==> src/rtl/alu_issue_queue.sv <==
// Sequential front end for a combinational ALU: buffers tagged commands in a FIFO,
// issues one at a time through registered operands, and returns the tagged result.
module alu_issue_queue #(
  parameter int WIDTH = 128,
  parameter int OPW   = 4,
  parameter int SHW   = 5,
  parameter int TAGW  = 4,
  parameter int DEPTH = 4
) (
  input  logic                       clk,
  input  logic                       rst,
  input  logic                       in_valid,
  output logic                       in_ready,
  input  logic [OPW-1:0]             in_opcode,
  input  logic [WIDTH-1:0]           in_a,
  input  logic [WIDTH-1:0]           in_b,
  input  logic [SHW-1:0]             in_shift,
  input  logic [TAGW-1:0]            in_tag,
  output logic [OPW-1:0]             alu_opcode,
  output logic [WIDTH-1:0]           alu_input1,
  output logic [WIDTH-1:0]           alu_input2,
  output logic [SHW-1:0]             alu_shift,
  input  logic [WIDTH-1:0]           alu_result,
  input  logic                       alu_carry,
  output logic                       out_valid,
  input  logic                       out_ready,
  output logic [WIDTH-1:0]           out_result,
  output logic                       out_carry,
  output logic [TAGW-1:0]            out_tag,
  output logic                       out_err,
  output logic [$clog2(DEPTH)+1:0]   pending
);

  localparam int PTRW = $clog2(DEPTH);
  localparam int CNTW = PTRW + 1;
  localparam int PNDW = PTRW + 2;
  localparam int ENTW = OPW + 2 * WIDTH + SHW + TAGW;

  typedef enum logic [1:0] {IDLE, EXEC, OUT} state_t;

  logic [ENTW-1:0]  mem_q [DEPTH];
  logic [PTRW-1:0]  wr_ptr_q, wr_ptr_d, rd_ptr_q, rd_ptr_d;
  logic [CNTW-1:0]  count_q, count_d;
  logic             full, empty, push, pop;

  logic [OPW-1:0]   head_opcode;
  logic [WIDTH-1:0] head_a, head_b;
  logic [SHW-1:0]   head_shift;
  logic [TAGW-1:0]  head_tag;

  state_t           state_q, state_d;
  logic [OPW-1:0]   alu_opcode_q, alu_opcode_d;
  logic [WIDTH-1:0] alu_input1_q, alu_input1_d, alu_input2_q, alu_input2_d;
  logic [SHW-1:0]   alu_shift_q, alu_shift_d;
  logic [TAGW-1:0]  issue_tag_q, issue_tag_d;
  logic             out_valid_q, out_valid_d;
  logic [WIDTH-1:0] out_result_q, out_result_d;
  logic             out_carry_q, out_carry_d;
  logic [TAGW-1:0]  out_tag_q, out_tag_d;
  logic             out_err_q, out_err_d;
  logic [PNDW-1:0]  pending_q, pending_d;

  assign full     = (count_q == CNTW'(DEPTH));
  assign empty    = (count_q == '0);
  assign push     = in_valid && !full;
  assign in_ready = !full;

  assign {head_opcode, head_a, head_b, head_shift, head_tag} = mem_q[rd_ptr_q];

  // Storage is not reset: the pointers and count alone decide which entries are live.
  always_ff @(posedge clk) begin
    if (push) begin
      mem_q[wr_ptr_q] <= {in_opcode, in_a, in_b, in_shift, in_tag};
    end
  end

  always_comb begin
    state_d      = state_q;
    alu_opcode_d = alu_opcode_q;
    alu_input1_d = alu_input1_q;
    alu_input2_d = alu_input2_q;
    alu_shift_d  = alu_shift_q;
    issue_tag_d  = issue_tag_q;
    out_valid_d  = out_valid_q;
    out_result_d = out_result_q;
    out_carry_d  = out_carry_q;
    out_tag_d    = out_tag_q;
    out_err_d    = out_err_q;
    pop          = 1'b0;

    case (state_q)
      IDLE: begin
        if (!empty) begin
          pop     = 1'b1;
          state_d = EXEC;
        end
      end
      EXEC: begin
        out_valid_d = 1'b1;
        out_tag_d   = issue_tag_q;
        if (alu_opcode_q > OPW'(8)) begin
          out_result_d = '0;
          out_carry_d  = 1'b0;
          out_err_d    = 1'b1;
        end else begin
          out_result_d = alu_result;
          out_carry_d  = alu_carry;
          out_err_d    = 1'b0;
        end
        state_d = OUT;
      end
      OUT: begin
        if (out_valid_q && out_ready) begin
          out_valid_d = 1'b0;
          if (!empty) begin
            pop     = 1'b1;
            state_d = EXEC;
          end else begin
            state_d = IDLE;
          end
        end
      end
      default: state_d = IDLE;
    endcase

    // Operands only change on a load, so the ALU sees them stable through EXEC.
    if (pop) begin
      alu_opcode_d = head_opcode;
      alu_input1_d = head_a;
      alu_input2_d = head_b;
      alu_shift_d  = head_shift;
      issue_tag_d  = head_tag;
    end

    wr_ptr_d  = wr_ptr_q + PTRW'(push);
    rd_ptr_d  = rd_ptr_q + PTRW'(pop);
    count_d   = count_q + CNTW'(push) - CNTW'(pop);
    pending_d = PNDW'(count_d) + PNDW'(state_d != IDLE);
  end

  always_ff @(posedge clk or posedge rst) begin
    if (rst) begin
      state_q      <= IDLE;
      wr_ptr_q     <= '0;
      rd_ptr_q     <= '0;
      count_q      <= '0;
      alu_opcode_q <= '0;
      alu_input1_q <= '0;
      alu_input2_q <= '0;
      alu_shift_q  <= '0;
      issue_tag_q  <= '0;
      out_valid_q  <= 1'b0;
      out_result_q <= '0;
      out_carry_q  <= 1'b0;
      out_tag_q    <= '0;
      out_err_q    <= 1'b0;
      pending_q    <= '0;
    end else begin
      state_q      <= state_d;
      wr_ptr_q     <= wr_ptr_d;
      rd_ptr_q     <= rd_ptr_d;
      count_q      <= count_d;
      alu_opcode_q <= alu_opcode_d;
      alu_input1_q <= alu_input1_d;
      alu_input2_q <= alu_input2_d;
      alu_shift_q  <= alu_shift_d;
      issue_tag_q  <= issue_tag_d;
      out_valid_q  <= out_valid_d;
      out_result_q <= out_result_d;
      out_carry_q  <= out_carry_d;
      out_tag_q    <= out_tag_d;
      out_err_q    <= out_err_d;
      pending_q    <= pending_d;
    end
  end

  assign alu_opcode = alu_opcode_q;
  assign alu_input1 = alu_input1_q;
  assign alu_input2 = alu_input2_q;
  assign alu_shift  = alu_shift_q;
  assign out_valid  = out_valid_q;
  assign out_result = out_result_q;
  assign out_carry  = out_carry_q;
  assign out_tag    = out_tag_q;
  assign out_err    = out_err_q;
  assign pending    = pending_q;

endmodule

==> config.mk <==
export PLATFORM = sky130hd
export DESIGN_NAME = alu_issue_queue
export DESIGN_NICKNAME = d
export VERILOG_FILES = /design/src/rtl/alu_issue_queue.sv
export SDC_FILE = /design/constraint.sdc
export NUM_CORES = 2
export LEC_CHECK = 0
export ABC_CLOCK_PERIOD_IN_PS = 20600
export CAP_MARGIN = 20
export CORE_ASPECT_RATIO = 0.75
export CORE_MARGIN = 1
export CORE_UTILIZATION = 35
export CTS_BUF_LIST = sky130_fd_sc_hd__clkbuf_8
export CTS_CLUSTER_DIAMETER = 150
export CTS_CLUSTER_SIZE = 40
export DETAILED_ROUTE_END_ITERATION = 12
export GPL_TIMING_DRIVEN = 0
export PLACE_DENSITY = 0.63
export SYNTH_ARGS = -nofsm -noshare
export SYNTH_HDL_FRONTEND = slang
export SYNTH_SLANG_ARGS = --single-unit
==> constraint.sdc <==
create_clock -name clk -period 20.6 [get_ports clk]
set_input_delay 4.12 -clock clk [delete_from_list [all_inputs] [get_ports clk]]
set_output_delay 4.12 -clock clk [all_outputs]
set_load 0.05 [all_outputs]
## After elaboration in Yosys (flattened, before gate mapping)

Memories as Yosys holds them, arrays and structs flattened. A register that Yosys moved wholly into a read port is not among the register bits.
Cells that the tools add are included.

- Word-level logic and storage cells: 43
- Memory bits (writable): 1076
- Flip-flop bits (word level): 148
- Memories: 1
- Output and inout bits: 405
- Bits of input ports: 402

Memory list:

| memory | words | width | read ports | clocked after Yosys merged registers in | write ports | line | text |
|---|---|---|---|---|---|---|---|
| mem_q | 4 | 269 | 1 | 1 | 1 | 41 | `logic [ENTW-1:0] mem_q [DEPTH];` |

- Add/subtract/negate cells: 5
- Multiplexer cells: 14
- Order comparisons: 1
- Eq/ne operators: 4
- Reduce and logical (&&, ||, !) cells: 8

Operator list:

| cell | count |
|---|---|
| $mux 128 | 1 |
| $mux 1 | 8 |
| $pmux 2 s3 | 1 |
| $add 2x1->2 | 2 |
| $add 3x1->4 | 1 |
| $gt 4x4->1 const B | 1 |
| $mux 2 | 2 |
| $pmux 1 s2 | 2 |
| $reduce_bool 2->1 | 2 |
| $add 3x1->3 | 1 |
| $eq 3x3->1 const B | 1 |
| $logic_not 3->1 | 1 |
| $sub 3x1->3 | 1 |
| $eq 2x1->1 const B | 1 |
| $eq 2x2->1 const B | 1 |
| $logic_and 1x1->1 | 2 |
| $logic_not 2->1 | 1 |
| $ne 2x2->1 const B | 1 |
| $reduce_and 2->1 | 1 |
| $logic_not 1->1 | 1 |

## Logic depth before layout (Yosys ltp)

- Depth in word-level cells: 6
- Depth in mapped cells: 10
- Depth with buffers taken out: 10

## Least setup slack after synthesis

Ideal clock, no wire load.

- Path kind: input -> register
- Start point: in in_valid
- End point: mem mem_q[1][0] (netlist bit) (enable)
- Data required time: 19.316 ns
- Arrival: 23.664 ns
- Cell stages on the path: 2
- Slack: -4.348 ns
- Path buffers: 0
- Cells stage by stage: nand2_1 > nor3b_1

- Word-level cells in the longest chain between the ends: 3

Ends and longest elaborated chain:

| what | line | text |
|---|---|---|
| from (decl) | 12 | `input logic in_valid,` |
| $logic_and 1x1->1 | 65 | `assign push = in_valid && !full;` |
| $mux 1 | 72 | `if (push) begin` |
| $mux 1 (implied by the code) | 73 | `mem_q[wr_ptr_q] <= {in_opcode, in_a, in_b, in_shift, in_tag};` |
| to (decl) | 41 |  |

No other way between the ends.

## Final worst setup path

- Start point: reg count_q[1]
- End point: out in_ready

- Word-level cells in the longest chain between the ends: 2

Ends and longest elaborated chain:

| what | line | text |
|---|---|---|
| from (decl) | 43 | `logic [CNTW-1:0] count_q, count_d;` |
| from (signal assigned) | 162 | `count_q <= count_d;` |
| $eq 3x3->1 | 63 | `assign full = (count_q == CNTW'(DEPTH));` |
| $logic_not 1->1 | 66 | `assign in_ready = !full;` |
| to (decl) | 13 | `output logic in_ready,` |

No other way between the ends.

==> metrics.txt <==
status=finished clean; routed len/inst=26.29 um; Cell Area, Placed=66,860 um^2; post-route ant nets=0; clk_lat worst skew=840 ps; Post-Syn Instances=2,327; post-synthesis register bit count=1,493; first-pass GRT wire length=202.2 mm; P per Cell Area=159.5 nW/um^2; Total GRT Usage=0.1772; synth warn=0; syn_nets=2,734; largest net degree at the start of global routing=119; DP HPWL=104.0 mm; Vias=26,240; row count=125; drt first pass iters=6; Max VDD drop=84.41 uV; fin crit share=0.3252; nets@finish=3,698; Die Height=344.3 um; Synth Cell Area=54,690 um^2; Hold Crit Depth=1; Slew HR=0.3656; drt total wl=143.0 mm; Die Wd=458.4 um; number of synthesized flops with an enable pin=1,076; Worst R2R Path Depth=8; pins over their slew limit=0; count of cell types in the netlist=34; crit end category=output port; post-synthesis async set-or-reset flop share=0.2793; Clk pin slew, worst setup/hold paths=220 ps; initial antenna violation count=37; Hold WC Path Type=register to register; Reg2Reg Launch Point=state_q[1]; hold_buf cts=0; CTS H-tree depth=2; Avg Cell Area, Syn=23.50 um^2; Post-CTS Setup Bufs=0; final hold viol count=0; final core utilization=0.4370; crit path kind=register to output port; clock sink count=1,493; Worst Setup SP=count_q[1]; DRT iter0 DRCs=1,757; initial core utilization=0.3528; hold slack=509.1 ps; RSZ-0062 raised after global routing=no; DRC viols=0; most common flop cell mapped by yosys=edfxtp_1; clk buf depth=3; Tmin final=6699 ps; pre-CTS setup slack=13,690 ps; Worst Path Arrival=2580 ps; Via density=4.824; setup TNS=0 ps; GRT overflow=0; worst slew pin tran=951.5 ps; Max FO, Critical Path=4; Inserted Clock Buffers=44; fin area=67,740 um^2; crit path launch type=register; # IOs=807; CORE AREA=155,000 um^2; root buffer cell=clkbuf_8; min-delay src=alu_input2[44]; final setup vio count=0; Final WS setup=13,900 ps; area grow syn2layout=23.86%; DIE AREA=157,900 um^2; Seq/Total Area, Yosys=0.7816; vias in the first global route=27,360; MaxCap Viol Count=0; Max Fclk=0.1493 GHz; cts repair resizes=0; critical path required time=16,480 ps; GPL Wtd Cong=0.8325; Worst Skew=53.73 ps; proportion of layout cells with a drive suffix above 1=0.2044; Pleak=0.02374 uW; Port Buffers=806; CTS tree=built
==> report_power, final <==
group          switching, uW  internal (uW)  leakage, uW
registers                319           4100       0.0149
logic                   3090           2220      0.00833
clock network            855            216     0.000519
total                   4270           6540       0.0237
==> registers in the layout (all words and copies together), names as in the netlist, 3 cells and up <==
register / count
out_tag: 4
count_q: 3
alu_shift: 5
issue_tag_q: 4
out_result: 128
alu_input1: 128
alu_input2: 128
pending: 4
mem_q: 1076
alu_opcode: 4
==> metal layers <==
layer / up-vias / wire length (um) / global-route usage
li1: 11360 / - / -
met4: 30 / 4715 / 0.05886
met3: 170 / 9191 / 0.04452
met2: 704 / 74220 / 0.3146
met1: 13970 / 54680 / 0.2100
met5: - / 195 / 0
==> per-stage QoR <==
stage	power [uW]	cells
detailed placement	9892	5340
global placement	10240	5228
floorplan	8196	2327
finish	10810	5439
global route	11280	5431
CTS	10960	5422
==> synth_stat cells, types with 7 or more instances <==
master | instances | area [um^2]
inv_1 | 7 | 26.28
mux2_4 | 148 | 2222
buf_12 | 11 | 220.2
buf_8 | 7 | 105.1
mux2_1 | 108 | 1216
buf_4 | 9 | 67.56
dfrtp_1 | 417 | 10440
a22o_1 | 129 | 1130
mux4_2 | 269 | 6058
buf_2 | 44 | 220.2
mux2_2 | 17 | 191.4
clkbuf_1 | 40 | 150.1
edfxtp_1 | 1076 | 32310
==> worst paths after layout <==
path,to,slack (ps)
setup / recovery,in_ready,13900
hold / removal,alu_input2[44],510
setup reg to reg,pending[2],17240
hold reg to reg,alu_input2[44],510
max in group asynchronous,alu_input2[12],15440
min in group asynchronous,out_result[39],3650
==> logic make-up (layout without fill, tap and decap cells) <==
family          count (synthesis)  in the layout  share of synthesized area
simple gates                   16             16                   0.001670
buf+inv                       128           1128                    0.01576
xor+xnor                        7              7                   0.001121
flops                        1493           1493                     0.7816
mux                           542            542                     0.1771
fa+ha+maj                       5              5                   0.001281
other cells                     0             17                          0
compound gates                136            136                    0.02139
==> cell usage in the layout (no fill, tap or decap), types with 4 or more instances in the layout <==
master / n
a21oi_1: 4
a22o_1: 129
buf_1: 4
buf_12: 11
buf_16: 9
buf_2: 44
buf_4: 9
buf_6: 94
buf_8: 20
clkbuf_1: 40
clkbuf_8: 45
clkdlybuf4s50_1: 806
dfrtp_1: 417
diode_2: 17
edfxtp_1: 1076
ha_1: 4
inv_1: 37
mux2_1: 108
mux2_2: 17
mux2_4: 148
mux4_2: 269
nand2_1: 4
xnor2_1: 4
==> critical path, cell delays in order, from the launching register on <==
cell             delay [ps]
dfrtp_1                 490
or3b_2                  510
clkdlybuf4s50_1         780
==> final cells by class <==
type	count	area (um^2)
Clock buffer	45	619.3
Inverter	9	46.29
Clock inverter	37	215.2
Sequential cell	1493	42750
Multi-Input combinational cell	706	11100
Antenna cell	17	42.54
Tap cell	2095	2621
Timing Repair Buffer	918	9524
Fill cell	13340	87250
Buffer	119	823.3
Note: power is estimated with default switching activity, not from simulation.
